$ cat src/rtl/i2c_xfer_arbiter_if.sv
// Command/response channel between the transaction arbiter and the byte-level I2C engine.
interface i2c_xfer_arbiter_if;
  logic [2:0] eng_cmd_o;
  logic [7:0] eng_wdata_o;
  logic       eng_valid_o;
  logic       eng_ready_i;
  logic       eng_done_i;
  logic       eng_nak_i;
  logic [7:0] eng_rdata_i;

  modport master (
    output eng_cmd_o, eng_wdata_o, eng_valid_o,
    input  eng_ready_i, eng_done_i, eng_nak_i, eng_rdata_i
  );

  modport slave (
    input  eng_cmd_o, eng_wdata_o, eng_valid_o,
    output eng_ready_i, eng_done_i, eng_nak_i, eng_rdata_i
  );
endinterface

$ cat src/rtl/i2c_xfer_arbiter.sv
// Round-robin owner of a shared I2C byte engine; sequences START, address,
// data bytes and STOP for the granted requester and reports done/NAK.
module i2c_xfer_arbiter #(
  parameter int NUM_REQ = 2,
  parameter int LEN_W   = 4,
  parameter int GNT_W   = 1
) (
  input  logic                     clk_i,
  input  logic                     rst_i,
  input  logic [NUM_REQ-1:0]       req_i,
  input  logic [7*NUM_REQ-1:0]     req_addr_i,
  input  logic [NUM_REQ-1:0]       req_rw_i,
  input  logic [LEN_W*NUM_REQ-1:0] req_len_i,
  input  logic [8*NUM_REQ-1:0]     req_wdata_i,
  output logic [NUM_REQ-1:0]       wr_pop_o,
  output logic [7:0]               rd_data_o,
  output logic                     rd_valid_o,
  output logic [NUM_REQ-1:0]       gnt_o,
  output logic [GNT_W-1:0]         gnt_idx_o,
  output logic [NUM_REQ-1:0]       done_o,
  output logic                     err_o,
  i2c_xfer_arbiter_if.master       eng
);

  localparam int unsigned NR = NUM_REQ;

  typedef enum logic [2:0] {
    S_IDLE, S_START, S_ADDR, S_WDATA, S_RDATA, S_STOP, S_FIN
  } state_e;

  typedef enum logic [2:0] {
    CMD_NONE  = 3'd0,
    CMD_START = 3'd1,
    CMD_STOP  = 3'd2,
    CMD_WRITE = 3'd3,
    CMD_RACK  = 3'd4,
    CMD_RNAK  = 3'd5
  } cmd_e;

  state_e             r_state;
  cmd_e               r_cmd;
  logic [7:0]         r_wdata;
  logic               r_valid;
  logic               r_wait;
  logic [GNT_W-1:0]   r_ptr;
  logic [GNT_W-1:0]   r_gnt_idx;
  logic [NUM_REQ-1:0] r_gnt;
  logic [NUM_REQ-1:0] r_done;
  logic               r_err;
  logic               r_err_o;
  logic [6:0]         r_addr;
  logic               r_rw;
  logic [LEN_W-1:0]   r_cnt;
  logic [7:0]         r_rd_data;
  logic               r_rd_valid;

  logic               w_req_any;
  logic [GNT_W-1:0]   w_req_idx;
  logic [GNT_W-1:0]   w_cand;
  logic [GNT_W-1:0]   w_ptr_nxt;
  logic [NUM_REQ-1:0] w_pop;

  // First pending requester at or after the pointer, wrapping.
  always_comb begin
    w_req_any = 1'b0;
    w_req_idx = '0;
    w_cand    = '0;
    for (int unsigned k = 0; k < NR; k++) begin
      w_cand = GNT_W'((32'(r_ptr) + k) % NR);
      if (!w_req_any && req_i[w_cand]) begin
        w_req_any = 1'b1;
        w_req_idx = w_cand;
      end
    end
  end

  assign w_ptr_nxt = (w_req_idx == GNT_W'(NR - 1)) ? '0 : w_req_idx + 1'b1;

  always_comb begin
    w_pop = '0;
    if (r_state == S_WDATA && r_valid && eng.eng_ready_i) w_pop = r_gnt;
  end

  always_ff @(posedge clk_i) begin
    if (rst_i) begin
      r_state    <= S_IDLE;
      r_cmd      <= CMD_NONE;
      r_wdata    <= '0;
      r_valid    <= 1'b0;
      r_wait     <= 1'b0;
      r_ptr      <= '0;
      r_gnt_idx  <= '0;
      r_gnt      <= '0;
      r_done     <= '0;
      r_err      <= 1'b0;
      r_err_o    <= 1'b0;
      r_addr     <= '0;
      r_rw       <= 1'b0;
      r_cnt      <= '0;
      r_rd_data  <= '0;
      r_rd_valid <= 1'b0;
    end else begin
      r_done     <= '0;
      r_err_o    <= 1'b0;
      r_rd_valid <= 1'b0;
      case (r_state)
        S_IDLE: begin
          if (w_req_any) begin
            r_gnt     <= NUM_REQ'(1) << w_req_idx;
            r_gnt_idx <= w_req_idx;
            r_ptr     <= w_ptr_nxt;
            r_addr    <= req_addr_i[7*w_req_idx +: 7];
            r_rw      <= req_rw_i[w_req_idx];
            r_cnt     <= req_len_i[LEN_W*w_req_idx +: LEN_W];
            r_err     <= 1'b0;
            r_state   <= S_START;
          end
        end
        // Each command state: raise valid, hold until accepted, then wait for done.
        S_START, S_ADDR, S_WDATA, S_RDATA, S_STOP: begin
          if (!r_valid && !r_wait) begin
            r_valid <= 1'b1;
            case (r_state)
              S_START: begin r_cmd <= CMD_START; r_wdata <= '0; end
              S_ADDR:  begin r_cmd <= CMD_WRITE; r_wdata <= {r_addr, r_rw}; end
              S_WDATA: begin r_cmd <= CMD_WRITE; r_wdata <= req_wdata_i[8*r_gnt_idx +: 8]; end
              S_RDATA: begin
                r_cmd   <= (r_cnt > LEN_W'(1)) ? CMD_RACK : CMD_RNAK;
                r_wdata <= '0;
              end
              default: begin r_cmd <= CMD_STOP; r_wdata <= '0; end
            endcase
          end else if (r_valid) begin
            if (eng.eng_ready_i) begin
              r_valid <= 1'b0;
              r_wait  <= 1'b1;
            end
          end else if (eng.eng_done_i) begin
            r_wait <= 1'b0;
            case (r_state)
              S_START: r_state <= S_ADDR;
              S_ADDR: begin
                if (eng.eng_nak_i) begin
                  r_err   <= 1'b1;
                  r_state <= S_STOP;
                end else if (r_cnt == '0) r_state <= S_STOP;
                else if (r_rw)            r_state <= S_RDATA;
                else                      r_state <= S_WDATA;
              end
              S_WDATA: begin
                if (eng.eng_nak_i) begin
                  r_err   <= 1'b1;
                  r_state <= S_STOP;
                end else begin
                  r_cnt <= r_cnt - 1'b1;
                  if (r_cnt == LEN_W'(1)) r_state <= S_STOP;
                end
              end
              S_RDATA: begin
                r_rd_data  <= eng.eng_rdata_i;
                r_rd_valid <= 1'b1;
                r_cnt      <= r_cnt - 1'b1;
                if (r_cnt == LEN_W'(1)) r_state <= S_STOP;
              end
              default: begin
                r_done  <= r_gnt;
                r_err_o <= r_err;
                r_state <= S_FIN;
              end
            endcase
          end
        end
        S_FIN: begin
          r_gnt     <= '0;
          r_gnt_idx <= '0;
          r_err     <= 1'b0;
          r_state   <= S_IDLE;
        end
        default: r_state <= S_IDLE;
      endcase
    end
  end

  assign eng.eng_cmd_o   = r_cmd;
  assign eng.eng_wdata_o = r_wdata;
  assign eng.eng_valid_o = r_valid;
  assign wr_pop_o        = w_pop;
  assign rd_data_o       = r_rd_data;
  assign rd_valid_o      = r_rd_valid;
  assign gnt_o           = r_gnt;
  assign gnt_idx_o       = r_gnt_idx;
  assign done_o          = r_done;
  assign err_o           = r_err_o;

endmodule
$ cat src/flat_wrapper.sv
// flat-port wrapper written by rule: the top's interface ports become plain ports
module i2c_xfer_arbiter_flat 
#(
  parameter int NUM_REQ = 2,
  parameter int LEN_W   = 4,
  parameter int GNT_W   = 1
)
  (clk_i, rst_i, req_i, req_addr_i, req_rw_i, req_len_i, req_wdata_i, wr_pop_o, rd_data_o, rd_valid_o, gnt_o, gnt_idx_o, done_o, err_o, eng_eng_cmd_o, eng_eng_wdata_o, eng_eng_valid_o, eng_eng_ready_i, eng_eng_done_i, eng_eng_nak_i, eng_eng_rdata_i);
  i2c_xfer_arbiter_if eng_i ();
  input  logic clk_i;
  input  logic rst_i;
  input  logic [NUM_REQ-1:0] req_i;
  input  logic [7*NUM_REQ-1:0] req_addr_i;
  input  logic [NUM_REQ-1:0] req_rw_i;
  input  logic [LEN_W*NUM_REQ-1:0] req_len_i;
  input  logic [8*NUM_REQ-1:0] req_wdata_i;
  output logic [NUM_REQ-1:0] wr_pop_o;
  output logic [7:0] rd_data_o;
  output logic rd_valid_o;
  output logic [NUM_REQ-1:0] gnt_o;
  output logic [GNT_W-1:0] gnt_idx_o;
  output logic [NUM_REQ-1:0] done_o;
  output logic err_o;
  output wire logic [$bits(eng_i.eng_cmd_o)-1:0] eng_eng_cmd_o;
  output wire logic [$bits(eng_i.eng_wdata_o)-1:0] eng_eng_wdata_o;
  output wire logic [$bits(eng_i.eng_valid_o)-1:0] eng_eng_valid_o;
  input wire logic [$bits(eng_i.eng_ready_i)-1:0] eng_eng_ready_i;
  input wire logic [$bits(eng_i.eng_done_i)-1:0] eng_eng_done_i;
  input wire logic [$bits(eng_i.eng_nak_i)-1:0] eng_eng_nak_i;
  input wire logic [$bits(eng_i.eng_rdata_i)-1:0] eng_eng_rdata_i;
  assign eng_eng_cmd_o = eng_i.eng_cmd_o;
  assign eng_eng_wdata_o = eng_i.eng_wdata_o;
  assign eng_eng_valid_o = eng_i.eng_valid_o;
  assign eng_i.eng_ready_i = eng_eng_ready_i;
  assign eng_i.eng_done_i = eng_eng_done_i;
  assign eng_i.eng_nak_i = eng_eng_nak_i;
  assign eng_i.eng_rdata_i = eng_eng_rdata_i;
  i2c_xfer_arbiter #(.NUM_REQ(NUM_REQ), .LEN_W(LEN_W), .GNT_W(GNT_W)) u_core (.clk_i(clk_i), .rst_i(rst_i), .req_i(req_i), .req_addr_i(req_addr_i), .req_rw_i(req_rw_i), .req_len_i(req_len_i), .req_wdata_i(req_wdata_i), .wr_pop_o(wr_pop_o), .rd_data_o(rd_data_o), .rd_valid_o(rd_valid_o), .gnt_o(gnt_o), .gnt_idx_o(gnt_idx_o), .done_o(done_o), .err_o(err_o), .eng(eng_i));
endmodule
$ cat config.mk
export PLATFORM = sky130hd
export DESIGN_NAME = i2c_xfer_arbiter_flat
export DESIGN_NICKNAME = d
export VERILOG_FILES = /design/src/rtl/i2c_xfer_arbiter_if.sv /design/src/rtl/i2c_xfer_arbiter.sv /design/src/flat_wrapper.sv
export SDC_FILE = /design/constraint.sdc
export NUM_CORES = 1
export LEC_CHECK = 0
export CORE_UTILIZATION = 45
export CTS_BUF_LIST = sky130_fd_sc_hd__clkbuf_4 sky130_fd_sc_hd__clkbuf_8
export DETAILED_ROUTE_END_ITERATION = 8
export GPL_ROUTABILITY_DRIVEN = 1
export HOLD_SLACK_MARGIN = 0.03
export PLACE_DENSITY = 0.82
export SLEW_MARGIN = 5
export SYNTH_ARGS = -nofsm -noshare
export SYNTH_HDL_FRONTEND = slang
export SYNTH_SLANG_ARGS = --single-unit
$ cat constraint.sdc
create_clock -name clk_i -period 1.8 [get_ports clk_i]
set_clock_uncertainty 0.15 [all_clocks]
set_input_delay 0.36 -clock clk_i [delete_from_list [all_inputs] [get_ports clk_i]]
set_output_delay 0.36 -clock clk_i [all_outputs]
set_load 0.05 [all_outputs]
==> metrics.md <==
| Metric | Value |
|---|---|
| Outcome | finished with violations |
| Failing checks | DRC, setup timing |
| Worst hold path class | reg2reg |
| Total of max-cap violations | 0 |
| Most frequent cells in the layout | 53 x clkdlybuf4s50_1, 47 x buf_4, 40 x dfxtp_1 |
| Synth Area in XOR/XNOR | 0.3998% |
| Antenna Violating Nets Remaining | 0 |
| CTS root buf | clkbuf_8 |
| CP arrival | 1300 ps |
| FF-to-FF End | u_core.r_cnt[0]$_SDFFE_PP0P_ |
| Ranking of synthesized cells by area | dfxtp_1 40%, mux2i_1 9.6%, nor2_1 5.7% |
| Register area share after synthesis | 40.21% |
| DIE WIDTH | 71.78 µm |
| Reg2Reg Depth | 6 |
| Post-synth ARST share | 0% |
| Synth Area in Adders | 1.713% |
| Via count | 2297 |
| Final nets | 414 |
| Slowest CP cell | dfxtp_2 |
| Slew HR | 66.74% |
| Max-slew violation count | 0 |
| Grt total ovfl | 0 |
| Top cell type's share of synthesized area | 40.21% |
| Wire per inst | 15.87 µm |
| Chip Height | 71.78 µm |
| Reg-to-reg slack, setup | 30 ps |
| Cell taking the most area after synthesis | dfxtp_1 |
| Io pins | 84 |
| Area share of and/or/nand/nor cells after synthesis | 20.05% |
| Vias in the first global route | 2175 |
| Synth Area in Compound Gates | 23.13% |
| Worst path max stage delay | 360 ps |
| Synth unique cells | 42 |
| DP HPWL | 4646 µm |
| Ys flop type | dfxtp_1 |
| H-tree depth | 2 |
| Clock transition at path regs | 80 ps |
| Worst-Margin Slew | 496.1 ps |
| Clock latency on the worst-skew pair | 300 ps |
| IO buf count | 83 |
| Via-to-Cell Ratio | 5.589 |
| Final setup viols | 2 |
| Worst VDD drop | 407.7 µV |
| CTS tree | built |
| Gr usage total | 26.26% |
| RR Startpoint | u_core.r_state[1]$_SDFFE_PP0P_ |
| Core area | 0.004692 mm² |
| Final wirelength | 6521 µm |
| Initial drt markers | 121 |
| Largest net degree at the start of global routing | 20 |
| Post-Syn Area per Cell | 8.625 µm² |
| Antenna diodes | 0 |
| Worst setup EP type | output port |
| Static Leak | 1.405 nW |
| Fin worst setup slack | -10.81 ps |
| Mux cell area share after synthesis | 9.595% |
| Synth Instances | 254 |
| Ratio of final minimum period to clock period | 100.6% |
| WP buf/inv | 2 |
| Hold Crit Depth | 2 |
| Num rows | 25 |
| TritonCTS Buffers | 5 |
| CP dominant cell by count | buf_12 |
| DRC | 1 |
| Share of post-route cells with drive strength above 1 | 23.81% |
| Hold EP | u_core.rd_data_o[0]$_SDFFE_PP0P_ |
| Required @ worst endpoint | 1290 ps |
| Fin. Hold Viols | 0 |
| Most common cell after layout, fill and taps aside | clkdlybuf4s50_1 |
| Fmax | 552.2 MHz |
| Initial antenna violation count | 0 |
| Crit path cell chain | buf_12 -> nand3b_4 -> nor2_4 -> and2_4 -> buf_12 |
| RSZ-0062 raised after global routing | true |
| CP Launch Type | flop |
| Initial cell density of the core | 46.69% |
| Hold_buf cts | 0 |
| Global-route wire length before repair | 10540 µm |
| Fillers | 366 |
| Fin Hold WS | 310.4 ps |
| Clock Tree Buf Depth | 2 |
| Die ar. | 0.005152 mm² |
| P per Cell Area | 710.1 mW/mm² |
| Power, Total | 2.434 mW |
| Synthesized area | 0.002191 mm² |
| Worst hold start | u_core.rd_data_o[0]$_SDFFE_PP0P_ |
| CP delay by family, top | simple AND/OR/NAND/NOR gates |
| Synth Net Count | 312 |
| Dpl cells | 397 |
| Post-layout minimum cycle time | 1811 ps |
| Yosys reg bits | 44 |
| Largest family of logic cells by synthesized area | compound AO/OA/AOI/OAI gates |
| Final instance count without filler cells | 411 |
| Ys Warns | 0 |
| Crit Path Max Fanout | 7 |
| Area growth from synthesis to layout | 56.43% |
| Routability congestion estimate | 0.8673 |
| Count of clock tree sinks | 44 |
| Post-synth EDFFs | 0 |
| Drt first pass iters | 6 |
| Category of the most critical setup path | reg2out |
==> logic make-up (layout without fill, tap and decap cells) <==
logic type,Yosys count,after routing
buf+inv,22,125
mux,21,21
fa+ha+maj,3,3
flops,44,44
simple gates,90,90
xor+xnor,1,1
compound gates,73,73
==> how the worst max path moves through the flow <==
stage / cells past startpoint / slack, ps / to / from
2_1_floorplan: 2 / -50 / wr_pop_o[1] / u_core.gnt_o[1]$_SDFFE_PP0P_
3_3_place_gp: 7 / -160 / u_core.r_cnt[1]$_SDFFE_PP0P_ / req_i[0]
3_5_place_dp: 7 / -220 / u_core.r_cnt[1]$_SDFFE_PP0P_ / req_i[0]
4_1_cts: 7 / 10 / u_core.r_cnt[0]$_SDFFE_PP0P_ / u_core.r_state[1]$_SDFFE_PP0P_
5_1_grt: 6 / -90 / u_core.r_cnt[0]$_SDFFE_PP0P_ / u_core.r_state[1]$_SDFFE_PP0P_
6_report: 5 / -10 / wr_pop_o[1] / u_core.r_state[1]$_SDFFE_PP0P_
==> metrics by stage <==
stage	worst slack (ps)	cell area [µm²]	setup TNS, ps	util (%)
floorplan	-48.40	2200	-56.92	-
global placement	-157.0	3213	-3105	68.48
detailed placement	-216.5	3213	-4578	68.48
CTS	12.35	3386	0	72.16
global route	-85.45	3427	-195.1	73.04
finish	-10.81	3427	-17.37	73.04
==> synth_stat cells, types with 2 or more instances <==
library cell / count
dfxtp_1: 44
nor2_1: 33
nand2_1: 22
mux2i_1: 21
a21oi_1: 17
a22oi_1: 11
nand3_1: 10
o21ai_0: 10
a211oi_1: 9
o2bb2ai_1: 9
inv_1: 7
clkbuf_1: 6
buf_2: 5
nor3_1: 5
or3_1: 5
a31oi_1: 3
and3_1: 3
buf_4: 3
ha_1: 3
a21oi_2: 2
a32o_1: 2
and2_1: 2
nand3b_1: 2
nor2_2: 2
==> metal layers <==
metal,wire (µm),vias up,GRT usage [%]
met3,289,13,4.219
met4,129,0,7.407
li1,-,1126,-
met5,0,-,0
met2,3251,74,44.65
met1,2851,1084,34.47
==> worst register-to-register path, delay by kind of cell (launching register included) <==
family,cells,cell delay (ps)
and+or+nand+nor,2,590
AOI/OAI and AO/OA,3,480
buffers and inverters,1,140
DFF,1,340
==> power breakdown <==
| part | internal [mW] | switching, mW |
|---|---|---|
| Sequential | 1.02 | 0.0486 |
| Combinational | 0.281 | 0.254 |
| Clock | 0.490 | 0.340 |
| Total | 1.79 | 0.643 |
==> timing repair <==
action	CTS	global route
pin swaps	1	1
endpoints found under the setup margin	11	15
endpoints found under the hold margin	0	0
buffers inserted	4	2
resized for setup	10	7
==> flip-flops by register name, indices dropped and copies added (netlist names) <==
signal                  count
u_core.r_state              3
u_core.r_rw                 1
u_core.rd_valid_o           1
u_core.eng.eng_valid_o      1
u_core.gnt_o                2
u_core.eng.eng_cmd_o        3
u_core.rd_data_o            8
u_core.err_o                1
u_core.r_ptr                1
u_core.r_cnt                4
u_core.eng.eng_wdata_o      8
u_core.r_wait               1
u_core.r_err                1
u_core.done_o               2
u_core.r_addr               7
==> layout make-up <==
cell class	count	area, µm²	share of cell area, %
clock buffers	7	96.34	2.811
well taps	54	67.56	1.972
multi-input cells	188	1244	36.29
inverters	7	26.28	0.7667
clock inverters	1	30.03	0.8762
flip-flops and latches	44	890.9	25.99
repair buffers	110	1072	31.29
Note: power is estimated with default switching activity, not from simulation.
